### config.mk
export PLATFORM = sky130hd
export DESIGN_NAME = state_dump_unit
export DESIGN_NICKNAME = d
export VERILOG_FILES = /design/src/rtl/state_dump_unit.sv
export SDC_FILE = /design/constraint.sdc
export NUM_CORES = 1
export LEC_CHECK = 0
export CAP_MARGIN = 25
export CORE_MARGIN = 2
export CORE_UTILIZATION = 51
export CTS_BUF_LIST = sky130_fd_sc_hd__clkbuf_16
export DETAILED_ROUTE_END_ITERATION = 10
export GPL_TIMING_DRIVEN = 0
export PLACE_DENSITY_LB_ADDON = 0.25
export SLEW_MARGIN = 0
export SYNTH_ARGS = -nofsm -noshare
export SYNTH_HDL_FRONTEND = slang
export SYNTH_SLANG_ARGS = --single-unit
### constraint.sdc
create_clock -name clk -period 4.2 [get_ports clk]
set_input_delay 0.84 -clock clk [delete_from_list [all_inputs] [get_ports clk]]
set_output_delay 0.84 -clock clk [all_outputs]
set_load 0.01 [all_outputs]
### src/rtl/state_dump_unit.sv
// -----------------------------------------------------------------------------
// state_dump_unit
//
// Purpose:
//   On a start pulse, stalls the core and streams its architectural state out
//   over a valid/ready port. Registers go first (ascending index), followed by
//   a programmable data-memory window (ascending address). This unit borrows
//   the register-bank and data-memory read ports while the core is halted.
//
// Ports:
//   clk        rising-edge clock
//   reset      asynchronous, active-low reset
//   start      dump request, sampled only while idle
//   mem_base   first memory word address (latched on start)
//   mem_count  number of memory words to dump, 0 = registers only (latched)
//   cpu_halt   stall request to the core, high while busy
//   rf_addr    register read address (combinational read, data same cycle)
//   rf_data    register read data
//   mem_addr   memory read address (combinational read, data same cycle)
//   mem_data   memory read data
//   out_valid  output beat valid
//   out_ready  sink accepts the beat when out_valid & out_ready at the edge
//   out_data   dumped word
//   out_tag    0 = register beat, 1 = memory beat
//   out_index  register index, or memory word address
//   busy       high from the accepted start until the DONE state exits
//   done       one-cycle pulse after the last beat is accepted
// -----------------------------------------------------------------------------
module state_dump_unit #(
    parameter int DATA_W  = 32,
    parameter int NREGS   = 32,
    parameter int RF_AW   = 5,
    parameter int MEM_AW  = 10,
    parameter int SKIP_X0 = 0
) (
    input  logic              clk,
    input  logic              reset,
    input  logic              start,
    input  logic [MEM_AW-1:0] mem_base,
    input  logic [MEM_AW:0]   mem_count,
    output logic              cpu_halt,
    output logic [RF_AW-1:0]  rf_addr,
    input  logic [DATA_W-1:0] rf_data,
    output logic [MEM_AW-1:0] mem_addr,
    input  logic [DATA_W-1:0] mem_data,
    output logic              out_valid,
    input  logic              out_ready,
    output logic [DATA_W-1:0] out_data,
    output logic              out_tag,
    output logic [MEM_AW-1:0] out_index,
    output logic              busy,
    output logic              done
);

    typedef enum logic [2:0] {
        S_IDLE,
        S_REGS,
        S_MEM,
        S_WAIT,
        S_DONE
    } state_t;

    localparam logic [RF_AW-1:0] FIRST_REG = RF_AW'(SKIP_X0);
    localparam logic [RF_AW-1:0] LAST_REG  = RF_AW'(NREGS - 1);
    localparam logic [RF_AW-1:0] IDX_ONE   = RF_AW'(1);
    localparam logic [MEM_AW:0]  J_ONE     = (MEM_AW + 1)'(1);

    state_t              state_q,  state_d;
    logic [MEM_AW-1:0]   base_q,   base_d;
    logic [MEM_AW:0]     count_q,  count_d;
    logic [RF_AW-1:0]    idx_q,    idx_d;
    logic [MEM_AW:0]     j_q,      j_d;
    logic                valid_q,  valid_d;
    logic [DATA_W-1:0]   data_q,   data_d;
    logic                tag_q,    tag_d;
    logic [MEM_AW-1:0]   index_q,  index_d;
    logic                busy_q,   busy_d;
    logic                done_q,   done_d;

    logic [MEM_AW-1:0]   cur_mem_addr;
    logic                load_ok;

    // Address wraps modulo 2**MEM_AW by truncation of the sum.
    assign cur_mem_addr = base_q + j_q[MEM_AW-1:0];

    // The output register is free when empty or being drained this edge.
    assign load_ok = !valid_q || out_ready;

    always_comb begin
        state_d = state_q;
        base_d  = base_q;
        count_d = count_q;
        idx_d   = idx_q;
        j_d     = j_q;
        valid_d = valid_q;
        data_d  = data_q;
        tag_d   = tag_q;
        index_d = index_q;
        busy_d  = busy_q;
        done_d  = 1'b0;

        case (state_q)
            S_IDLE: begin
                if (start) begin
                    state_d = S_REGS;
                    busy_d  = 1'b1;
                    base_d  = mem_base;
                    count_d = mem_count;
                    idx_d   = FIRST_REG;
                    j_d     = '0;
                end
            end

            S_REGS: begin
                if (load_ok) begin
                    valid_d = 1'b1;
                    data_d  = rf_data;
                    tag_d   = 1'b0;
                    index_d = MEM_AW'(idx_q);
                    if (idx_q == LAST_REG) begin
                        // Go straight to memory so there is no bubble between phases.
                        state_d = (count_q != '0) ? S_MEM : S_WAIT;
                        j_d     = '0;
                    end else begin
                        idx_d = idx_q + IDX_ONE;
                    end
                end
            end

            S_MEM: begin
                if (load_ok) begin
                    valid_d = 1'b1;
                    data_d  = mem_data;
                    tag_d   = 1'b1;
                    index_d = cur_mem_addr;
                    if (j_q + J_ONE == count_q) begin
                        state_d = S_WAIT;
                    end else begin
                        j_d = j_q + J_ONE;
                    end
                end
            end

            S_WAIT: begin
                // Final beat is held until the sink takes it.
                if (out_ready) begin
                    valid_d = 1'b0;
                    state_d = S_DONE;
                    done_d  = 1'b1;
                end
            end

            S_DONE: begin
                state_d = S_IDLE;
                busy_d  = 1'b0;
                idx_d   = '0;
                j_d     = '0;
            end

            default: begin
                state_d = S_IDLE;
                busy_d  = 1'b0;
                valid_d = 1'b0;
            end
        endcase
    end

    always_ff @(posedge clk or negedge reset) begin
        if (!reset) begin
            state_q <= S_IDLE;
            base_q  <= '0;
            count_q <= '0;
            idx_q   <= '0;
            j_q     <= '0;
            valid_q <= 1'b0;
            data_q  <= '0;
            tag_q   <= 1'b0;
            index_q <= '0;
            busy_q  <= 1'b0;
            done_q  <= 1'b0;
        end else begin
            state_q <= state_d;
            base_q  <= base_d;
            count_q <= count_d;
            idx_q   <= idx_d;
            j_q     <= j_d;
            valid_q <= valid_d;
            data_q  <= data_d;
            tag_q   <= tag_d;
            index_q <= index_d;
            busy_q  <= busy_d;
            done_q  <= done_d;
        end
    end

    // Read ports are only driven during their own phase.
    assign rf_addr   = (state_q == S_REGS) ? idx_q : '0;
    assign mem_addr  = (state_q == S_MEM) ? cur_mem_addr : '0;

    assign cpu_halt  = busy_q;
    assign busy      = busy_q;
    assign done      = done_q;
    assign out_valid = valid_q;
    assign out_data  = data_q;
    assign out_tag   = tag_q;
    assign out_index = index_q;

endmodule

==> reports/metrics.cfg <==
[die]
dieHeight_um = 100
row_count = 35
initial_core_util_pct = 52.1
coreArea_um2 = 9110
die_w_um = 100
io_pins = 151
dieArea_um2 = 10100

[hold_path]
hold_class = in2async

[power_and_ir_drop]
power.switching_mw = 1.15
power_density_nw_per_um2 = 511
p_int_mw = 2.28
seqPwrFrac_pct = 38.3
p_comb_share_pct = 38.7
ir_drop_uv = 227
leakagePower_nw = 2.79
pwr-share-clk_pct = 22.9
p_sw_share_pct = 33.4
p_total_mw = 3.43

[finish]
nets = 794
drive_above_1_share_pct = 9.04
n_antenna_cell = 0
fillCellCount = 665
areaGrowthSynthToFinish_pct = 41.5

[setup_path]
reg2reg_slack_ps = 1450
r2r-end = j_q[1]
ff2ff_path_depth = 10
cp_max_fo = 9
arrival_ps = 3150
path_class = reg2out
regToRegStartpoint = j_q[0]
start_kind = flip-flop
cp-endpoint = mem_addr[9]
crit_required_ps = 3360
cp-startpoint = j_q[1]
endpoint_kind = primary output

[logic_synthesis]
ys.warnings.count = 0
synth_area_leaders = dfrtp_1, nand2_1, mux2_2
synth.largest_area_cell = dfrtp_1
synth_common_cells = nand2_1, dfrtp_1, nor2_1, a31oi_1
syn_nets = 631
yosys.area.top_type_share_pct = 45.4
syn_area_um2 = 4740
synth.distinct_cells = 57
ys.flop_type = dfrtp_1
synth_edf_count = 0
async_flop_share_pct = 100
netlist_instances = 529
seq_area_frac_synth_pct = 45.4
syn_avg_cell_area_um2 = 8.96
synth.most_common_cell = nand2_1
ys_ff_latch = 86

[global_routing]
grt_pass1_vias = 4441
grt_max_degree = 68
use_met2_pct = 46.5
top_usage_layer = met2
use_met3_pct = 4.60
overflow = 0
grt_first_pass_wirelength_mm = 21.5
grt_util_met1_pct = 34.7
grt_usage_pct = 27.1
antenna_found_initial = 0

[sta]
rsz0062_at_grt = no
finClkSkew_ps = 9.12
period_share_pct = 94.9
max_freq_mhz = 251
max_slew_margin_pct = 54.7
worst_pin_slew_ps = 674
finalHoldViolCount = 0
period_needed_ps = 3990
final-max-slew-violation-count = 0
fin_hold_ws_ps = 385
setup_viol = 0

[clocking]
cts_root_buf = clkbuf_16
cts_tree = done
numCtsBuffers = 9
h-tree-depth = 3
cts_buffer_depth = 2
clk_latency_ps = 340
cts.clk_slew.worst_paths_ps = 60
cts.sinks = 86

[route]
routedWlPerCell_um = 16.8
ant_nets = 0
wl_mm = 13.6
via_count = 4566
drt_iter0_drc = 199
firstDrtPassIters = 5
vias_per_cell = 5.65
drc = 0

[placed_design]
globalplace.congestion = 0.953
dpl.hpwl_mm = 10.4
io_buffers = 150

[status]
status = finished, final reports clean

[flow_run]
drv_cap = 0

[placed cells by master (no fill, tap or decap), types with 5 or more instances in the layout]
master,Yosys,final
buf_1,5,5
clkbuf_1,19,19
and3_1,7,7
buf_2,5,5
ha_1,12,12
dfrtp_1,86,84
o21ai_0,20,20
clkdlybuf4s50_1,0,149
mux2_2,20,20
a31oi_1,34,34
clkbuf_16,0,9
buf_4,9,11
nand2_1,107,107
o211ai_1,6,6
a21oi_1,14,14
nor2_1,54,53
nand3_1,7,7
nor3_1,6,6
xor2_1,7,7
o31ai_1,6,6
inv_1,14,15
xnor2_1,15,15
or3_1,6,6
and2_1,9,9
[worst min path at each step]
stage,from,endpoint,slack (ps)
2_1_floorplan,j_q[10],j_q[10],470
3_3_place_gp,out_index[8],out_index[8],460
3_5_place_dp,out_index[5],out_index[5],470
4_1_cts,reset,out_data[21],390
5_1_grt,reset,out_data[21],400
6_report,reset,out_data[27],390
[power by group through the flow]
stage          registers (mW)  logic, mW  clock network, mW
2_1_floorplan            1.36      0.649                  0
6_report                 1.32       1.33              0.786
4_1_cts                  1.31       1.33              0.793
5_1_grt                  1.35       1.44              0.824
3_5_place_dp             1.33       1.33                  0
3_3_place_gp             1.31       1.29                  0
[registers in the layout (all words and copies together) (netlist names)]
name / cells
base_q: 10
busy: 1
count_q: 11
done: 1
idx_q: 5
j_q: 11
out_data: 32
out_index: 10
out_tag: 1
out_valid: 1
state_q: 3
[worst max-delay path, stage by stage, from the launching register on]
cell             delay (ps)
dfrtp_2                 470
ha_1                    300
a21o_1                  200
a211oi_1                250
nor2_1                  100
o41ai_1                 420
o21a_1                  230
xnor2_1                 100
nor2_1                  100
buf_4                   110
clkdlybuf4s50_1         540
[layer usage]
layer	up-vias	wire length (um)
li1	2160	-
met5	-	0
met4	0	365
met3	31	748
met2	167	6640
met1	2208	5850
[cells by family after synthesis]
kind of cell / after synthesis / synth area share (%)
adder cells (fa/ha/maj): 13 / 3.59
AND/OR/NAND/NOR: 224 / 21.3
buffers and inverters: 53 / 5.20
AO/OA/AOI/OAI: 109 / 15.3
flip-flops: 86 / 45.4
multiplexers: 22 / 5.17
XOR/XNOR: 22 / 4.06
[cell type report]
cell class                      instances  area (um^2)  area share (%)
Buffer                                 39          194            2.89
Clock buffer                            9          225            3.36
Clock inverter                          7         66.3           0.988
Inverter                               14         52.6           0.783
Multi-Input combinational cell        390         2350            35.0
Sequential cell                        86         2150            32.1
Tap cell                              111          139            2.07
Timing Repair Buffer                  152         1530            22.9
[through the flow]
stage	util (%)	worst slack [ps]	instance area [um^2]	setup TNS, ps	instances
after global placement	70.1	-801	6380	-68310	790
after global routing	73.7	52.4	6710	0	808
after detailed placement	70.3	379	6410	0	791
after floorplan	-	1260	4740	0	529
final	73.7	213	6710	0	808
after CTS	73.5	4.42	6700	0	807
[timing repair]
action                     in CTS  in global routing
hold buffers                    0                  0
setup endpoints to repair       0                  3
buffers inserted                0                  1
resized for setup               0                  4
Note: power is estimated with default switching activity, not from simulation.
